`src/rtl/bitserial_logic_unit_if.sv`:
```
// rtl/bitserial_logic_unit_if.sv - start/busy/done operand and result bundle for the bit-serial logic unit
interface bitserial_logic_unit_if #(
    parameter int WIDTH = 8
);
    logic             start;
    logic [2:0]       op;
    logic [WIDTH-1:0] a;
    logic [WIDTH-1:0] b;
    logic             busy;
    logic             done;
    logic [WIDTH-1:0] y;
    logic             zero;
    logic             parity;

    modport master (
        output start, op, a, b,
        input  busy, done, y, zero, parity
    );

    modport slave (
        input  start, op, a, b,
        output busy, done, y, zero, parity
    );
endinterface

```
`src/rtl/bitserial_logic_unit.sv`:
```
// rtl/bitserial_logic_unit.sv - multi-cycle bitwise logic unit, LANES bits per clock
module bitserial_logic_unit #(
    parameter int WIDTH = 8,
    parameter int LANES = 1
) (
    input  logic                    clk,
    input  logic                    rst,
    bitserial_logic_unit_if.slave   bus
);
    localparam int STEPS = (LANES > 0) ? WIDTH / LANES : 1;
    localparam int CNT_W = (STEPS > 1) ? $clog2(STEPS) : 1;

    if (WIDTH < 1 || LANES < 1 || (WIDTH % LANES) != 0) begin : g_bad_params
        $error("bitserial_logic_unit: WIDTH must be >= 1 and a multiple of LANES");
    end

    typedef enum logic [1:0] {
        IDLE = 2'd0,
        RUN  = 2'd1,
        DONE = 2'd2
    } state_t;

    state_t           state_q;
    logic [WIDTH-1:0] sa_q;
    logic [WIDTH-1:0] sb_q;
    logic [2:0]       sop_q;
    logic [CNT_W-1:0] cnt_q;
    logic [WIDTH-1:0] acc_q;
    logic [WIDTH-1:0] acc_d;
    logic [WIDTH-1:0] y_q;
    logic             zero_q;
    logic             parity_q;
    logic [LANES-1:0] r;
    logic             cnt_last;

    function automatic logic [LANES-1:0] lane_fn(input logic [2:0]       fop,
                                                 input logic [LANES-1:0] x,
                                                 input logic [LANES-1:0] z);
        case (fop)
            3'b000:  lane_fn = x & z;
            3'b001:  lane_fn = x | z;
            3'b010:  lane_fn = ~(x & z);
            3'b011:  lane_fn = ~(x | z);
            3'b100:  lane_fn = x ^ z;
            3'b101:  lane_fn = ~(x ^ z);
            3'b110:  lane_fn = ~x;
            default: lane_fn = x;
        endcase
    endfunction

    always_comb begin
        r = lane_fn(sop_q, sa_q[LANES-1:0], sb_q[LANES-1:0]);
    end

    // Lowest lanes are consumed first, so results enter at the MSB and reach bit order of a/b after STEPS shifts.
    if (LANES == WIDTH) begin : g_acc_full
        assign acc_d = r;
    end else begin : g_acc_part
        assign acc_d = {r, acc_q[WIDTH-1:LANES]};
    end

    assign cnt_last = (cnt_q == CNT_W'(STEPS - 1));

    always_ff @(posedge clk or posedge rst) begin
        if (rst) begin
            state_q  <= IDLE;
            sa_q     <= '0;
            sb_q     <= '0;
            sop_q    <= '0;
            cnt_q    <= '0;
            acc_q    <= '0;
            y_q      <= '0;
            zero_q   <= 1'b1;
            parity_q <= 1'b0;
        end else begin
            case (state_q)
                IDLE: begin
                    if (bus.start) begin
                        sa_q    <= bus.a;
                        sb_q    <= bus.b;
                        sop_q   <= bus.op;
                        cnt_q   <= '0;
                        acc_q   <= '0;
                        state_q <= RUN;
                    end
                end
                RUN: begin
                    sa_q  <= sa_q >> LANES;
                    sb_q  <= sb_q >> LANES;
                    acc_q <= acc_d;
                    if (cnt_last) begin
                        y_q      <= acc_d;
                        zero_q   <= (acc_d == '0);
                        parity_q <= ^acc_d;
                        state_q  <= DONE;
                    end else begin
                        cnt_q <= cnt_q + 1'b1;
                    end
                end
                DONE: begin
                    state_q <= IDLE;
                end
                default: begin
                    state_q <= IDLE;
                end
            endcase
        end
    end

    assign bus.busy   = (state_q != IDLE);
    assign bus.done   = (state_q == DONE);
    assign bus.y      = y_q;
    assign bus.zero   = zero_q;
    assign bus.parity = parity_q;
endmodule

```
`src/flat_wrapper.sv`:
```
// flat-port wrapper written by rule: the top's interface ports become plain ports
module bitserial_logic_unit_flat 
#(
    parameter int WIDTH = 8,
    parameter int LANES = 1
)
  (clk, rst, bus_start, bus_op, bus_a, bus_b, bus_busy, bus_done, bus_y, bus_zero, bus_parity);
  bitserial_logic_unit_if #(.WIDTH(WIDTH)) bus_i ();
  input  logic clk;
  input  logic rst;
  input wire logic [$bits(bus_i.start)-1:0] bus_start;
  input wire logic [$bits(bus_i.op)-1:0] bus_op;
  input wire logic [$bits(bus_i.a)-1:0] bus_a;
  input wire logic [$bits(bus_i.b)-1:0] bus_b;
  output wire logic [$bits(bus_i.busy)-1:0] bus_busy;
  output wire logic [$bits(bus_i.done)-1:0] bus_done;
  output wire logic [$bits(bus_i.y)-1:0] bus_y;
  output wire logic [$bits(bus_i.zero)-1:0] bus_zero;
  output wire logic [$bits(bus_i.parity)-1:0] bus_parity;
  assign bus_i.start = bus_start;
  assign bus_i.op = bus_op;
  assign bus_i.a = bus_a;
  assign bus_i.b = bus_b;
  assign bus_busy = bus_i.busy;
  assign bus_done = bus_i.done;
  assign bus_y = bus_i.y;
  assign bus_zero = bus_i.zero;
  assign bus_parity = bus_i.parity;
  bitserial_logic_unit #(.WIDTH(WIDTH), .LANES(LANES)) u_core (.clk(clk), .rst(rst), .bus(bus_i));
endmodule
```
`config.mk`:
```
export PLATFORM = sky130hd
export DESIGN_NAME = bitserial_logic_unit_flat
export DESIGN_NICKNAME = d
export VERILOG_FILES = /design/src/rtl/bitserial_logic_unit_if.sv /design/src/rtl/bitserial_logic_unit.sv /design/src/flat_wrapper.sv
export SDC_FILE = /design/constraint.sdc
export NUM_CORES = 1
export LEC_CHECK = 0
export CORE_ASPECT_RATIO = 1.4
export CORE_MARGIN = 1
export CORE_UTILIZATION = 46
export CTS_CLUSTER_SIZE = 28
export DETAILED_ROUTE_END_ITERATION = 6
export GPL_TIMING_DRIVEN = 0
export PLACE_DENSITY_LB_ADDON = 0.12
export SYNTH_ARGS = -nofsm -noshare
export SYNTH_HDL_FRONTEND = slang
export SYNTH_SLANG_ARGS = --single-unit
export TNS_END_PERCENT = 5
```
`constraint.sdc`:
```
create_clock -name clk -period 1.4 [get_ports clk]
set_input_delay 0.28 -clock clk [delete_from_list [all_inputs] [get_ports clk]]
set_output_delay 0.28 -clock clk [all_outputs]
set_load 0.005 [all_outputs]
```
==> Word level (Yosys, flattened, before mapping) <==
Cells that the tools add are included.
{ "op_classes": {"add_sub_neg": 1, "mul": 0, "div": 0, "n_lt_le_gt_ge": 0, "eq_ne": 12, "n_shift": 0, "mux": 13, "bitwise_logic": 7, "reduce_logical": 11} }
{ "op_table": {"columns": ["operator", "count"], "rows": [
  ["case mux 8 bit (2 select lines)", 3],
  ["2-to-1 mux 8 bit", 3],
  ["== test 3 bit (second input constant)", 4],
  ["zero test 8 bit", 1],
  ["AND reduction 2 bit", 4],
  ["XOR reduction 8 bit", 1],
  ["case mux 1 bit (7 select lines)", 1],
  ["== test 3 x 2 -> 1 bit (second input constant)", 2],
  ["2-to-1 mux 3 bit", 2],
  ["case mux 3 bit (2 select lines)", 1],
  ["2-to-1 mux 2 bit", 2],
  ["!= test 2 bit (second input constant)", 2],
  ["inverter 1 bit", 4],
  ["case mux 2 bit (2 select lines)", 1],
  ["nonzero test 2 bit", 2],
  ["adder 3 x 1 -> 3 bit (second input constant)", 1],
  ["== test 3 x 1 -> 1 bit (second input constant)", 1],
  ["zero test 3 bit", 1],
  ["AND reduction 3 bit", 1],
  ["== test 2 x 1 -> 1 bit (second input constant)", 1],
  ["== test 2 bit (second input constant)", 1],
  ["zero test 2 bit", 1],
  ["!= test 2 x 1 -> 1 bit (second input constant)", 1],
  ["AND 1 bit", 1],
  ["2 further kinds", 2]
]} }
{ "word_totals": {"register_bits": 42, "latchBits": 0, "mem_bits_rw": 0, "romBits": 0, "wordCells": 53, "n_memories": 0} }

==> Longest topological paths before layout <==
{ "logic_depth": {"word_depth": 4, "mapped_depth": 7, "ltp_nobuf": 7} }

==> Worst setup path before layout <==
Ideal clock, no wire load.
{ "synth_timing": {"kind": "register to register", "from": "register u_core.sa_q[0]", "to": "register u_core.parity_q (netlist: u_core.bus.parity)", "setup_time_ps": 126, "arrival_ps": 1376, "t_required_ps": 1274, "setup_slack_ps": -102, "stages_incl_launch_ff": 8, "n_path_buf": 0, "synth_period_minus_slack_ps": 1502, "path_cell_list": "dfrtp_1 inv_1 ha_1 nor2_1 nor3_1 nand3b_1 o21ai_0 a221o_1"} }
{ "synth_via": {"elab_chain_len": 4, "elab_cells_between_ends": 9, "classes_between": "mux (1); bitwise (7); reduce/logical (1)"} }
{ "synth_rtl": {"columns": ["element", "line_no", "text"], "rows": [
  ["start, declared", "bitserial_logic_unit.sv:24", "logic [WIDTH-1:0] sa_q;"],
  ["start signal, assigned", "bitserial_logic_unit.sv:79", "sa_q <= bus.a;"],
  ["start signal, assigned", "bitserial_logic_unit.sv:88", "sa_q <= sa_q >> LANES;"],
  ["bitwise XOR 1 bit, or another cell as far along", "bitserial_logic_unit.sv:44, bitserial_logic_unit.sv:45", null],
  ["inverter 1 bit, on equally long branches", "bitserial_logic_unit.sv:45, bitserial_logic_unit.sv:42, bitserial_logic_unit.sv:43", null],
  ["case mux 1 bit (7 select lines) (*)", "bitserial_logic_unit.sv:39", "case (fop)"],
  ["XOR reduction 8 bit (*)", "bitserial_logic_unit.sv:94", "parity_q <= ^acc_d;"],
  ["end signal, assigned", "bitserial_logic_unit.sv:94", null],
  ["end, declared", "bitserial_logic_unit.sv:32", "logic parity_q;"]
]} }
Mark *: on every way between the ends. The rest lies on a longest branch, timed or not.
A chain may end at the register's enable or synchronous reset.

==> Final worst setup path <==
{ "layout_timing": {"from": "register u_core.acc_q[5]", "to": "register u_core.parity_q (netlist: u_core.bus.parity)"} }
{ "layout_via": {"elab_chain_len": 1} }
{ "layout_rtl": {"columns": ["element", "line_no", "text"], "rows": [
  ["start, declared", "bitserial_logic_unit.sv:28", "logic [WIDTH-1:0] acc_q;"],
  ["start signal, assigned", "bitserial_logic_unit.sv:71", "acc_q <= '0;"],
  ["start signal, assigned", "bitserial_logic_unit.sv:83", "acc_q <= '0;"],
  ["start signal, assigned", "bitserial_logic_unit.sv:90", "acc_q <= acc_d;"],
  ["XOR reduction 8 bit", "bitserial_logic_unit.sv:94", null]
]} }
No other way between the ends.

==> metrics <==
outcome complete, but fails checks; failing checks negative setup slack; Avg Inst Size Synth approximately 11 µm²; Final period util 1.18; startpoint types register; pwr dens ~2200 nW/µm²; Total GRT Usage 0.193; area share of the largest cell type after synthesis 0.532; P_leak ~1.2 nW; Setup WS post-layout -0.256 ns; Clock Tree Root clkbuf_8; Die Footprint roughly 4400 µm²; WP data arrival approximately 1.8 ns; normalized max-slew margin 0.437; vias per std cell around 5.4; die width 56.1 µm; # nets final 259; Area Overhead vs Synth 40.7%; CP max FO 3; warnings from Yosys 0; Reg clk slew, reported paths 0.08 ns; final number of max-transition violations 0; Num Clock Sinks between 40 and 50; clk_skew approximately 0.0099 ns; maximum VDD drop 1.27 mV; Chip Height about 78 µm; min Tclk post-route 1.66 ns; Achievable Freq 604 MHz; row count 27; Worst Tran Pin Value about 0.84 ns; most common cell in the synthesized netlist dfrtp_1; Worst Setup End Kind register; CTS tree yes; share of post-route cells with drive strength above 1 0.273; global-route wire length before repair 6470 µm; top post-synthesis cells by area dfrtp_1 (53%), a22o_1 (6.5%), o21ai_0 (6.1%); Buffers on Ports 33; biggest area consumer among synthesized cells dfrtp_1; GPL Wtd Cong 0.824; H-tree Lvls 2; ys async rst share 1.00; CTS Buf Count 5; initial antenna violation count 0; critical path type reg2reg; Finish-stage setup viols 14; Max Cap Viol 0; DRT Pass-1 Iters 4; antenna violation net count after detailed routing 0; worst path required time 1.58 ns; Worst Hold Class in2async; clk_lat worst skew roughly 0.29 ns; Post-Syn Instances 174; hpwl dp 2710 µm; vias in the first global route 1446; Final Hold Vio Count 0; Core Footprint 3920 µm²; Initial Util 0.481; largest net degree at the start of global routing 42; DR vias between 1k and 1.5k; synth cell count leaders dfrtp_1 (40), o21ai_0 (23), nand2_1 (22); Synth cell types 31; Seq/Total Area, Yosys 0.546; 1st-iter DRT viols 20; RSZ-0062 raised after global routing true; Post-synth EDFFs 0; Post-CTS Hold Buffers 0; grt total ovfl 0; Top FF cell, synth dfrtp_1; Syn Nets 203; drt total wl between 4000 and 5000 µm; hold slack 0.470 ns; total power approximately 5.8 mW; #FFs+latches synth 41; n_diodes 0; average wire per standard cell roughly 15 µm; synthesized area 1880 µm²; DR DRC count 0; clock buffer depth 2; I/O pins 34
[layout make-up]
cell class | count | area, µm²
clock inverter | 2 | 35.0
fill | 304 | 1270
inverter | 13 | 48.8
sequential | 41 | 1030
multi-input combinational | 110 | 867
buffer | 10 | 97.6
timing repair buffer | 49 | 445
tap | 43 | 53.8
clock buffer | 6 | 72.6
[cell families after synthesis]
family | after synthesis | share of synthesized area
compound gates | 57 | 0.210
xor+xnor | 4 | 0.0186
fa+ha+maj | 7 | 0.0465
buf+inv | 23 | 0.0558
flops | 41 | 0.546
mux | 6 | 0.0352
simple gates | 36 | 0.0884
[per-layer routing]
layer / wire length, µm / part of all wire / global-route usage
met1: 1600 / 0.39 / 0.204
met2: 2290 / 0.55 / 0.355
met3: 134 / 0.032 / 0.0383
met4: 104 / 0.025 / 0.0976
met5: 0 / 0 / 0
[critical path: stages (launching register included)]
cell     delay (ns)
dfrtp_1        0.38
inv_1          0.07
ha_1           0.28
xnor2_1        0.14
xnor2_1        0.27
nor2_1         0.08
a221o_1        0.32
[sequential cells by signal (all words and copies together), names as in the netlist]
signal             count
u_core.bus.y           8
u_core.sa_q            8
u_core.sb_q            8
u_core.acc_q           7
u_core.cnt_q           3
u_core.sop_q           3
u_core.state_q         2
u_core.bus.parity      1
u_core.bus.zero        1
[per-stage QoR]
stage,cell area (µm²),setup WS [ns],cells,setup TNS (ns),util
after floorplan,1880,-0.0999,174,-0.314,-
after global placement,2270,-0.613,250,-32.22,0.579
after detailed placement,2270,-0.430,250,-9.02,0.579
after CTS,2470,-0.190,265,-0.633,0.631
after global routing,2650,-0.328,274,-2.88,0.676
final,2650,-0.256,274,-0.903,0.676
[placed cells by master (no fill, tap or decap), types with 6 or more instances in the layout]
cell type,instances
inv_1,8
o21ai_0,16
clkbuf_8,6
clkdlybuf4s50_1,21
dlygate4sd2_1,10
a22oi_1,14
nand2_1,22
a22o_1,14
dfrtp_1,39
buf_4,16
buf_6,6
[report_power, final]
group          internal [mW]  switching [mW]
Clock                  0.529           0.407
Sequential              1.68           0.394
Combinational           1.56            1.22
[final timing paths]
| kind | startpoint | to | slack [ns] | cells after the start |
|---|---|---|---|---|
| worst min register to register | u_core.bus.y[0] | u_core.bus.y[0] | 0.48 | 2 |
| min in group clk | u_core.bus.y[0] | u_core.bus.y[0] | 0.48 | 2 |
| worst max-delay path | u_core.acc_q[5] | u_core.bus.parity | -0.26 | 6 |
| worst min-delay path | rst | u_core.bus.parity | 0.47 | 2 |
| max in group asynchronous | rst | u_core.state_q[0] | 0.34 | 2 |
| worst max register to register | u_core.acc_q[5] | u_core.bus.parity | -0.26 | 6 |
[repair_timing]
item                                    CTS  global route
gates resized for setup                  37            30
pin swaps                                 7            12
endpoints found under the setup margin   49            39
setup buffers                             7             9
Note: power is estimated with default switching activity, not from simulation.
